## config.mk

```make
export PLATFORM = sky130hd
export DESIGN_NAME = touch_scan_ctrl
export DESIGN_NICKNAME = d
export VERILOG_FILES = /design/src/rtl/touch_scan_pkg.sv /design/src/rtl/spi_frame24.sv /design/src/rtl/touch_scan_ctrl.sv
export SDC_FILE = /design/constraint.sdc
export NUM_CORES = 1
export LEC_CHECK = 0
export CORE_UTILIZATION = 35
export CTS_BUF_LIST = sky130_fd_sc_hd__clkbuf_8
export CTS_CLUSTER_SIZE = 30
export DETAILED_ROUTE_END_ITERATION = 10
export SLEW_MARGIN = 20
export SYNTH_ARGS = -nofsm -noshare
export SYNTH_HDL_FRONTEND = slang
export SYNTH_SLANG_ARGS = --single-unit
```

## constraint.sdc

```tcl
create_clock -name clk -period 5.3 [get_ports clk]
set_input_delay 1.06 -clock clk [delete_from_list [all_inputs] [get_ports clk]]
set_output_delay 1.06 -clock clk [all_outputs]
set_load 0.02 [all_outputs]
```

## src/rtl/touch_scan_pkg.sv

```systemverilog
// Shared types and frame constants for the LT24 touch scan sequencer.
package touch_scan_pkg;

    typedef enum logic [2:0] {
        IDLE,
        DEBOUNCE,
        FRAME_X,
        FRAME_Y,
        GAP
    } state_e;

    localparam int unsigned FRAME_BITS   = 24;
    localparam int unsigned DATA_MSB_BIT = 9;
    localparam int unsigned DATA_LSB_BIT = 20;

    typedef logic [11:0] coord_t;

endpackage

```

## src/rtl/spi_frame24.sv

```systemverilog
// One 24-SCLK ADS7843 frame: command byte out MSB-first, 12-bit result captured on
// rising edges of bits 9..20, ss_n held high for one half-period before done.
module spi_frame24
    import touch_scan_pkg::*;
#(
    parameter int unsigned CLK_DIV = 25
) (
    input  logic       clk,
    input  logic       reset,
    input  logic       start_i,
    input  logic [7:0] cmd_i,
    input  logic       miso_i,
    output logic       sclk_o,
    output logic       mosi_o,
    output logic       ss_n_o,
    output logic       done_o,
    output coord_t     data_o
);

    logic       active_q, active_d;
    logic [7:0] div_q, div_d;
    logic [5:0] half_q, half_d;
    logic       sclk_q, sclk_d;
    logic       mosi_q, mosi_d;
    logic       ss_n_q, ss_n_d;
    logic       done_q, done_d;
    logic [7:0] cmd_q, cmd_d;
    coord_t     shreg_q, shreg_d;

    logic       wrap;
    logic [4:0] bit_idx;
    logic [4:0] nxt_idx;

    assign wrap    = (div_q == 8'(CLK_DIV - 1));
    assign bit_idx = half_q[5:1];
    assign nxt_idx = half_q[5:1] + 5'd1;

    // half_q counts elapsed half-periods; 0..47 are SCLK edges, 48 is the ss_n guard.
    always_comb begin
        active_d = active_q;
        div_d    = div_q;
        half_d   = half_q;
        sclk_d   = sclk_q;
        mosi_d   = mosi_q;
        ss_n_d   = ss_n_q;
        done_d   = 1'b0;
        cmd_d    = cmd_q;
        shreg_d  = shreg_q;
        if (!active_q) begin
            div_d = '0;
            if (start_i) begin
                active_d = 1'b1;
                ss_n_d   = 1'b0;
                sclk_d   = 1'b0;
                half_d   = '0;
                cmd_d    = cmd_i;
                mosi_d   = cmd_i[7];
                shreg_d  = '0;
            end
        end else if (wrap) begin
            div_d  = '0;
            half_d = half_q + 6'd1;
            if (half_q < 6'(2 * FRAME_BITS)) begin
                sclk_d = ~sclk_q;
                if (!sclk_q) begin
                    if (bit_idx >= 5'(DATA_MSB_BIT) && bit_idx <= 5'(DATA_LSB_BIT))
                        shreg_d = {shreg_q[10:0], miso_i};
                end else begin
                    mosi_d = (nxt_idx < 5'd8) ? cmd_q[3'd7 - nxt_idx[2:0]] : 1'b0;
                    if (half_q == 6'(2 * FRAME_BITS - 1))
                        ss_n_d = 1'b1;
                end
            end else begin
                active_d = 1'b0;
                done_d   = 1'b1;
            end
        end else begin
            div_d = div_q + 8'd1;
        end
    end

    always_ff @(posedge clk) begin
        if (reset) begin
            active_q <= 1'b0;
            div_q    <= '0;
            half_q   <= '0;
            sclk_q   <= 1'b0;
            mosi_q   <= 1'b0;
            ss_n_q   <= 1'b1;
            done_q   <= 1'b0;
            cmd_q    <= '0;
            shreg_q  <= '0;
        end else begin
            active_q <= active_d;
            div_q    <= div_d;
            half_q   <= half_d;
            sclk_q   <= sclk_d;
            mosi_q   <= mosi_d;
            ss_n_q   <= ss_n_d;
            done_q   <= done_d;
            cmd_q    <= cmd_d;
            shreg_q  <= shreg_d;
        end
    end

    assign sclk_o = sclk_q;
    assign mosi_o = mosi_q;
    assign ss_n_o = ss_n_q;
    assign done_o = done_q;
    assign data_o = shreg_q;

endmodule

```

## src/rtl/touch_scan_ctrl.sv

```systemverilog
// Autonomous pen-down debounce and X/Y scan sequencer for the LT24 touch ADC.
// Define TOUCH_SCAN_AVG_EN to average 4 pairs per coord_valid.
module touch_scan_ctrl
    import touch_scan_pkg::*;
#(
    parameter int unsigned CLK_DIV      = 25,
    parameter int unsigned DEBOUNCE_CYC = 50000,
    parameter int unsigned SCAN_GAP_CYC = 500000,
    parameter logic [7:0]  CMD_X        = 8'h90,
    parameter logic [7:0]  CMD_Y        = 8'hD0
) (
    input  logic        clk,
    input  logic        reset,
    input  logic        enable,
    input  logic        pen_irq_n,
    input  logic        spi_miso,
    output logic        spi_mosi,
    output logic        spi_sclk,
    output logic        spi_ss_n,
    output logic        pen_down,
    output logic [11:0] coord_x,
    output logic [11:0] coord_y,
    output logic        coord_valid,
    output logic        busy
);

    localparam int unsigned CNT_MAX = (DEBOUNCE_CYC > SCAN_GAP_CYC) ? DEBOUNCE_CYC : SCAN_GAP_CYC;
    localparam int unsigned CNT_W   = $clog2(CNT_MAX + 1);
    localparam logic [CNT_W-1:0] DEB_LAST = CNT_W'(DEBOUNCE_CYC - 1);
    localparam logic [CNT_W-1:0] GAP_LAST = CNT_W'(SCAN_GAP_CYC - 1);

    state_e           state_q, state_d;
    logic [CNT_W-1:0] cnt_q, cnt_d;
    logic             pen_meta_q, pen_sync_q;
    logic             pen_down_q, pen_down_d;
    coord_t           x_hold_q, x_hold_d;
    coord_t           coord_x_q, coord_x_d;
    coord_t           coord_y_q, coord_y_d;
    logic             valid_q, valid_d;
    logic             start;
    logic [7:0]       cmd;
    logic             done;
    coord_t           frame_data;
    logic             keep_going;

`ifdef TOUCH_SCAN_AVG_EN
    logic [13:0] acc_x_q, acc_x_d, acc_y_q, acc_y_d;
    logic [1:0]  pairs_q, pairs_d;
    logic [13:0] sum_x, sum_y;
    assign sum_x = acc_x_q + {2'b00, x_hold_q};
    assign sum_y = acc_y_q + {2'b00, frame_data};
`endif

    assign keep_going = enable && !pen_sync_q;

    spi_frame24 #(.CLK_DIV(CLK_DIV)) u_frame (
        .clk    (clk),
        .reset  (reset),
        .start_i(start),
        .cmd_i  (cmd),
        .miso_i (spi_miso),
        .sclk_o (spi_sclk),
        .mosi_o (spi_mosi),
        .ss_n_o (spi_ss_n),
        .done_o (done),
        .data_o (frame_data)
    );

    always_comb begin
        state_d    = state_q;
        cnt_d      = cnt_q;
        pen_down_d = pen_down_q;
        x_hold_d   = x_hold_q;
        coord_x_d  = coord_x_q;
        coord_y_d  = coord_y_q;
        valid_d    = 1'b0;
        start      = 1'b0;
        cmd        = CMD_X;
`ifdef TOUCH_SCAN_AVG_EN
        acc_x_d    = acc_x_q;
        acc_y_d    = acc_y_q;
        pairs_d    = pairs_q;
`endif
        case (state_q)
            IDLE: begin
                cnt_d      = '0;
                pen_down_d = 1'b0;
                if (keep_going)
                    state_d = DEBOUNCE;
            end
            DEBOUNCE: begin
                if (!keep_going) begin
                    state_d = IDLE;
                    cnt_d   = '0;
                end else if (cnt_q == DEB_LAST) begin
                    cnt_d      = '0;
                    pen_down_d = 1'b1;
                    state_d    = FRAME_X;
                    start      = 1'b1;
                end else begin
                    cnt_d = cnt_q + 1'b1;
                end
            end
            FRAME_X: begin
                if (done) begin
                    if (keep_going) begin
                        x_hold_d = frame_data;
                        state_d  = FRAME_Y;
                        start    = 1'b1;
                        cmd      = CMD_Y;
                    end else begin
                        state_d    = IDLE;
                        pen_down_d = 1'b0;
                    end
                end
            end
            FRAME_Y: begin
                if (done) begin
                    if (keep_going) begin
                        state_d = GAP;
                        cnt_d   = '0;
`ifdef TOUCH_SCAN_AVG_EN
                        if (pairs_q == 2'd3) begin
                            coord_x_d = sum_x[13:2];
                            coord_y_d = sum_y[13:2];
                            valid_d   = 1'b1;
                            acc_x_d   = '0;
                            acc_y_d   = '0;
                            pairs_d   = '0;
                        end else begin
                            acc_x_d = sum_x;
                            acc_y_d = sum_y;
                            pairs_d = pairs_q + 2'd1;
                        end
`else
                        coord_x_d = x_hold_q;
                        coord_y_d = frame_data;
                        valid_d   = 1'b1;
`endif
                    end else begin
                        state_d    = IDLE;
                        pen_down_d = 1'b0;
                    end
                end
            end
            GAP: begin
                if (cnt_q == GAP_LAST) begin
                    cnt_d = '0;
                    if (keep_going) begin
                        state_d = FRAME_X;
                        start   = 1'b1;
                    end else begin
                        state_d    = IDLE;
                        pen_down_d = 1'b0;
                    end
                end else begin
                    cnt_d = cnt_q + 1'b1;
                end
            end
            default: state_d = IDLE;
        endcase
`ifdef TOUCH_SCAN_AVG_EN
        // Any return to IDLE ends the pen-down period, so partial sums are dropped.
        if (state_d == IDLE) begin
            acc_x_d = '0;
            acc_y_d = '0;
            pairs_d = '0;
        end
`endif
    end

    always_ff @(posedge clk) begin
        if (reset) begin
            state_q    <= IDLE;
            cnt_q      <= '0;
            pen_meta_q <= 1'b1;
            pen_sync_q <= 1'b1;
            pen_down_q <= 1'b0;
            x_hold_q   <= '0;
            coord_x_q  <= '0;
            coord_y_q  <= '0;
            valid_q    <= 1'b0;
`ifdef TOUCH_SCAN_AVG_EN
            acc_x_q    <= '0;
            acc_y_q    <= '0;
            pairs_q    <= '0;
`endif
        end else begin
            state_q    <= state_d;
            cnt_q      <= cnt_d;
            pen_meta_q <= pen_irq_n;
            pen_sync_q <= pen_meta_q;
            pen_down_q <= pen_down_d;
            x_hold_q   <= x_hold_d;
            coord_x_q  <= coord_x_d;
            coord_y_q  <= coord_y_d;
            valid_q    <= valid_d;
`ifdef TOUCH_SCAN_AVG_EN
            acc_x_q    <= acc_x_d;
            acc_y_q    <= acc_y_d;
            pairs_q    <= pairs_d;
`endif
        end
    end

    assign pen_down    = pen_down_q;
    assign coord_x     = coord_x_q;
    assign coord_y     = coord_y_q;
    assign coord_valid = valid_q;
    assign busy        = ~spi_ss_n;

endmodule
```

# Yosys cells after proc, flatten, opt, wreduce, memory -nomap -nowiden
# Cells that the tools add are included.
[totals]
in_bits = 5
output_inout_bits = 30
register_bits = 101
[op_classes]
muxes = 62
reduce_logical = 22
addsub = 5
magnitude_cmp = 5
eq_ne = 23
n_bitwise = 5
[ops]
columns = ["operator", "count"]
rows = [
  ["$mux W19", 5],
  ["$pmux W19 S4", 1],
  ["$mux W12", 6],
  ["$mux W1", 31],
  ["$ne A2 B2 Y1 const B", 11],
  ["$mux W3", 7],
  ["$mux W7", 3],
  ["$reduce_and A5 Y1", 4],
  ["$add A19 B1 Y19 const B", 1],
  ["$eq A19 B16 Y1 const B", 1],
  ["$eq A19 B19 Y1 const B", 1],
  ["$mux W6", 3],
  ["$pmux W3 S5", 1],
  ["$reduce_and A3 Y1", 4],
  ["$add A8 B1 Y8 const B", 1],
  ["$eq A8 B5 Y1 const B", 1],
  ["$reduce_bool A4 Y1", 2],
  ["$add A6 B1 Y6 const B", 1],
  ["$eq A3 B2 Y1 const B", 2],
  ["$eq A6 B6 Y1 const B", 1],
  ["$lt A6 B6 Y1 const B", 1],
  ["$ne A2 B1 Y1 const B", 3],
  ["$reduce_or A3 Y1", 2],
  ["$add A5 B1 Y5 const B", 1],
  ["20 further kinds", 28],
]

# Longest topological paths before layout
[depth]
depth_word = 9
mapped_depth = 8

# By module
# From an unflattened synthesis, not the netlist that was laid out.
[unflattened]
cells_unflattened = 520
hier_area_um2 = 4523.1
[modules_own_cells]
columns = ["mod", "area_each_um2", "seq_area_each_um2", "n_inst", "cells_each"]
rows = [
  ["touch_scan_ctrl", 2713.9, 1241.2, 1, 327],
  ["spi_frame24", 1809.2, 780.7, 1, 193],
]

# Worst setup path after synthesis
# Ideal clock, no wire load.
[synth_timing]
kind = "input port to flip-flop"
start = "input enable"
end = "register u_frame.shreg_q[10] (netlist: u_frame.data_o[10])"
required_ns = 5.178
stages = 5
arrival_time_ns = 2.346
setup_slack_ns = 2.832
n_path_buf = 1
path_cell_list = "or3b_1 or4_1 o211ai_2 buf_6 o22ai_2"
[synth_between]
elab_chain_len = 6
elab_cells_between_ends = 8
[synth_rtl]
columns = ["item", "line_no", "source"]
rows = [
  ["from (decl)", "touch_scan_ctrl.sv:14", "input logic enable,"],
  ["$logic_and A1 B1 Y1 *", "touch_scan_ctrl.sv:54", "assign keep_going = enable && !pen_sync_q;"],
  ["$mux W1", "touch_scan_ctrl.sv:106, touch_scan_ctrl.sv:149", ""],
  ["$mux W1, on equally long branches", "touch_scan_ctrl.sv:147, touch_scan_ctrl.sv:105", ""],
  ["$pmux W1 S3 *", "touch_scan_ctrl.sv:84", "case (state_q)"],
  ["$reduce_bool A2 Y1 (no line) *", "n/a", ""],
  ["$reduce_and A5 Y1 (no line) *", "n/a", ""],
  ["to (signal assigned)", "spi_frame24.sv:102", "shreg_q <= shreg_d;"],
  ["to (decl)", "spi_frame24.sv:28", "coord_t shreg_q, shreg_d;"],
]
# Every way passes the cells marked *; elsewhere a longest branch is shown, timed or not.
# A chain may end at the register's enable or synchronous reset.

# Final worst setup path
[layout_timing]
start = "input enable"
end = "register u_frame.shreg_q[0] (netlist: u_frame.data_o[0])"
# Same word-level chain as after synthesis.

==> impl_metrics.prom <==
# TYPE chip_impl_metric gauge
chip_impl_metric{name="fin_worst_skew",unit="ps"} 17.1
chip_impl_metric{name="die_outline_width",unit="um"} 113
chip_impl_metric{name="power_frac_seq",unit="%"} 60.9
chip_impl_metric{name="timing.critical_path.required",unit="ps"} 5540
chip_impl_metric{name="worst_slew_margin_rel",unit="%"} 36.7
chip_impl_metric{name="synth_seq_area_share",unit="%"} 44.4
chip_impl_metric{name="cts-hold-fix-buffers",unit=""} 0
chip_impl_metric{name="postSynthNetCount",unit=""} 527
chip_impl_metric{name="detail-route-antenna-nets",unit=""} 0
chip_impl_metric{name="antenna_violations_before_repair",unit=""} 0
chip_impl_info{name="most_common_cell_after_layout_fill_and_taps_aside",value="sky130_fd_sc_hd__dfxtp_1"} 1
chip_impl_metric{name="grt_overflow",unit=""} 0
chip_impl_metric{name="drv_slew",unit=""} 0
chip_impl_metric{name="avgViaCountPerCell",unit=""} 5.27
chip_impl_metric{name="port-buffer-count",unit=""} 34
chip_impl_metric{name="route.detailed.drc",unit=""} 0
chip_impl_metric{name="final_layout_size_suffix_gt1_share",unit="%"} 8.38
chip_impl_metric{name="detail_route.wl_per_cell",unit="um"} 13.2
chip_impl_info{name="hp-class",value="register to register"} 1
chip_impl_metric{name="worst_hold_slack",unit="ps"} 421
chip_impl_metric{name="ir_drop_worst_case_vdd",unit="mV"} 0.0884
chip_impl_metric{name="yosysWarningCount",unit=""} 0
chip_impl_metric{name="power_report.internal_total",unit="mW"} 0.891
chip_impl_info{name="critical_path.startpoint",value="enable"} 1
chip_impl_info{name="r2r_start",value="state_q[1]"} 1
chip_impl_metric{name="synthesis.instances",unit=""} 515
chip_impl_metric{name="ios",unit=""} 35
chip_impl_metric{name="p_per_area",unit="nW/um^2"} 241
chip_impl_metric{name="final-hold-violation-count",unit=""} 0
chip_impl_metric{name="transition_time_at_the_pin_with_the_least_slew_margin",unit="ps"} 944
chip_impl_metric{name="share_comb_of_total_power",unit="%"} 1.6
chip_impl_metric{name="grt_pass1_wl",unit="um"} 15500
chip_impl_metric{name="fmax",unit="MHz"} 328
chip_impl_info{name="layout_common_cells",value="sky130_fd_sc_hd__dfxtp_1 (95), sky130_fd_sc_hd__nand2_1 (78), sky130_fd_sc_hd__nor2_1 (64)"} 1
chip_impl_metric{name="fin_crit_sh",unit="%"} 57.6
chip_impl_metric{name="finalSetupViolations",unit=""} 0
chip_impl_metric{name="placement_rows",unit=""} 40
chip_impl_metric{name="period_minus_slack",unit="ps"} 3050
chip_impl_metric{name="place_hpwl",unit="um"} 6330
chip_impl_info{name="clock-root-buffer",value="sky130_fd_sc_hd__clkbuf_8"} 1
chip_impl_metric{name="worstPathArrival",unit="ps"} 3290
chip_impl_metric{name="synth_area",unit="um^2"} 4290
chip_impl_metric{name="swShare",unit="%"} 24.0
chip_impl_metric{name="placed_cells",unit=""} 669
chip_impl_metric{name="fin_util",unit="%"} 40.7
chip_impl_metric{name="drv.max_cap_violation_count",unit=""} 0
chip_impl_metric{name="syn2layout_area_growth",unit="%"} 13.5
chip_impl_metric{name="full_die_area",unit="um^2"} 12700
chip_impl_metric{name="cts_setup_buffers",unit=""} 0
chip_impl_metric{name="fillerInstances",unit=""} 1214
chip_impl_metric{name="first_global_vias",unit=""} 3264
chip_impl_metric{name="core",unit="um^2"} 12000
chip_impl_metric{name="detailedRoute.firstIterationViolations",unit=""} 226
chip_impl_metric{name="antenna_cells",unit=""} 0
chip_impl_metric{name="finalNonFillerCells",unit=""} 684
chip_impl_metric{name="power.static_leakage",unit="nW"} 1.49
chip_impl_metric{name="synth-edff-count",unit=""} 0
chip_impl_metric{name="floorplan.initialDensity",unit="%"} 35.8
chip_impl_info{name="cts_tree",value="built"} 1
chip_impl_info{name="timing.hold.worst.start",value="pen_meta_q"} 1
chip_impl_metric{name="clk-insertion-delay-late",unit="ps"} 370
chip_impl_info{name="timing.critical_path.from_type",value="primary input"} 1
chip_impl_metric{name="fraction_of_power_consumed_by_the_clock_network",unit="%"} 37.5
chip_impl_metric{name="syn_avg_cell_area",unit="um^2"} 8.32
chip_impl_metric{name="htreeDepth",unit=""} 3
chip_impl_metric{name="grt_max_degree",unit=""} 63
chip_impl_metric{name="crit_fanout",unit=""} 27
chip_impl_metric{name="numCtsBuffers",unit=""} 9
chip_impl_metric{name="drt-total-wl",unit="um"} 9050
chip_impl_info{name="worst_setup_path_end_kind",value="register"} 1
chip_impl_metric{name="synthDistinctLibCells",unit=""} 61
chip_impl_metric{name="cts.repair.resized",unit=""} 0
chip_impl_metric{name="layout_net_count",unit=""} 545
chip_impl_metric{name="clockBufferDepth",unit=""} 2
chip_impl_metric{name="die-height",unit="um"} 113
chip_impl_metric{name="drt-pass1-iter-count",unit=""} 4
chip_impl_info{name="yosys_most_used_dff",value="sky130_fd_sc_hd__dfxtp_1"} 1
chip_impl_metric{name="groute.usage.overall",unit="%"} 15.2
chip_impl_metric{name="cts.sink_count",unit=""} 95
chip_impl_info{name="run_status",value="complete, no violations"} 1
chip_impl_metric{name="dr_total_vias",unit=""} 3602
chip_impl_info{name="timing.setup.critical_path_class",value="primary input to register"} 1
chip_impl_metric{name="cts.reportedPaths.clkPinSlew",unit="ps"} 100
chip_impl_metric{name="ys_ff_latch",unit=""} 95
chip_impl_metric{name="p_switching",unit="mW"} 0.282
chip_impl_metric{name="async_set_or_reset_flop_fraction_in_the_synthesized_netlist",unit="%"} 0
chip_impl_metric{name="setup_total_negative_slack",unit="ps"} 0
chip_impl_info{name="rsz0062_at_grt",value="false"} 1
chip_impl_metric{name="place.gp.congestion",unit=""} 0.816
==> critical path: stages <==
cell                              delay [ps]
sky130_fd_sc_hd__clkdlybuf4s50_1         540
sky130_fd_sc_hd__nand2b_1                 90
sky130_fd_sc_hd__or3_1                   670
sky130_fd_sc_hd__or2_2                   460
sky130_fd_sc_hd__o211ai_2                310
sky130_fd_sc_hd__o22ai_1                 150
==> metrics by stage <==
stage	worst slack [ps]	power (mW)	instance area, um^2
final	2250	1.17	4860
after CTS	2240	1.19	4860
after floorplan	2830	0.745	4290
after global routing	2110	1.23	4860
after global placement	1910	0.750	4690
after detailed placement	1850	0.750	4690
==> synth_stat cells (3+ instances only) <==
| cell type | n | area share [%] |
|---|---|---|
| sky130_fd_sc_hd__dfxtp_1 | 95 | 44 |
| sky130_fd_sc_hd__nand2_1 | 78 | 6.8 |
| sky130_fd_sc_hd__nor2_1 | 64 | 5.6 |
| sky130_fd_sc_hd__a21oi_1 | 44 | 5.1 |
| sky130_fd_sc_hd__inv_1 | 23 | 2.0 |
| sky130_fd_sc_hd__clkbuf_1 | 20 | 1.8 |
| sky130_fd_sc_hd__nand3_1 | 15 | 1.8 |
| sky130_fd_sc_hd__nor3_1 | 15 | 1.8 |
| sky130_fd_sc_hd__xnor2_1 | 14 | 2.9 |
| sky130_fd_sc_hd__o22ai_2 | 10 | 2.9 |
| sky130_fd_sc_hd__xor2_1 | 10 | 2.0 |
| sky130_fd_sc_hd__o21ai_0 | 9 | 1.1 |
| sky130_fd_sc_hd__nand4_1 | 8 | 1.2 |
| sky130_fd_sc_hd__and3_1 | 7 | 1.0 |
| sky130_fd_sc_hd__ha_1 | 7 | 2.0 |
| sky130_fd_sc_hd__o22ai_1 | 6 | 0.88 |
| sky130_fd_sc_hd__buf_2 | 5 | 0.58 |
| sky130_fd_sc_hd__a211oi_1 | 4 | 0.70 |
| sky130_fd_sc_hd__and4_1 | 4 | 0.82 |
| sky130_fd_sc_hd__nand2b_1 | 4 | 0.58 |
| sky130_fd_sc_hd__nor2b_1 | 4 | 0.58 |
| sky130_fd_sc_hd__o41ai_1 | 4 | 0.82 |
| sky130_fd_sc_hd__or2_2 | 4 | 0.58 |
| sky130_fd_sc_hd__a31oi_1 | 3 | 0.44 |
| sky130_fd_sc_hd__a41oi_1 | 3 | 0.61 |
| sky130_fd_sc_hd__buf_1 | 3 | 0.26 |
| sky130_fd_sc_hd__nand3b_1 | 3 | 0.53 |
| sky130_fd_sc_hd__nor4_1 | 3 | 0.44 |
| sky130_fd_sc_hd__or3_1 | 3 | 0.44 |
| sky130_fd_sc_hd__or4_1 | 3 | 0.53 |
==> flip-flops by register name, summed over array words and instances (netlist names), 2 cells and up <==
register,cells
cnt_q,19
coord_x,12
coord_y,12
u_frame.data_o,12
x_hold_q,12
u_frame.div_q,8
u_frame.half_q,6
state_q,3
u_frame.cmd_q,2
==> cell families (layout without fill, tap and decap cells) <==
group | Yosys count | in the layout | share of synthesized area, %
AOI/OAI and AO/OA | 106 | 106 | 17.5
muxes | 1 | 1 | 0.321
xor gates and xnor gates | 24 | 24 | 4.90
DFF | 95 | 95 | 44.4
adders and majority gates | 7 | 7 | 2.04
buffers and inverters | 53 | 75 | 5.14
and+or+nand+nor | 229 | 229 | 25.8
==> per-layer routing <==
metal	global-route usage, %	up-vias	wire [um]	share of wire (%)
met4	6.13	0	175	1.9
met3	3.94	14	311	3.4
met2	24.5	73	4160	46
met5	0	-	0	0
li1	-	1820	-	-
met1	19.3	1695	4400	49
==> layout make-up <==
cell class                 count  area, um^2  share of cell area [%]
clock inverter                 6        46.3                   0.952
tap                          147         184                    3.78
multi-input combinational    367        2160                    44.5
sequential                    95        1900                    39.1
inverter                      23        86.3                    1.77
timing repair buffer          37         358                    7.36
clock buffer                   9         124                    2.55
==> power groups by stage <==
stage / combinational [mW] / clock (mW) / sequential (mW)
2_1_floorplan: 0.0136 / 0 / 0.731
3_3_place_gp: 0.0183 / 0 / 0.732
3_5_place_dp: 0.0186 / 0 / 0.732
4_1_cts: 0.0187 / 0.453 / 0.715
5_1_grt: 0.0204 / 0.491 / 0.716
6_report: 0.0185 / 0.440 / 0.715
==> worst paths after layout <==
path	to	slack, ps	depth (start not counted)
setup reg to reg	u_frame.data_o[0]	2790	5
hold / removal	pen_sync_q	420	1
setup / recovery	u_frame.data_o[0]	2250	6
hold reg to reg	pen_sync_q	420	1
(Power assumes the default switching activity.)
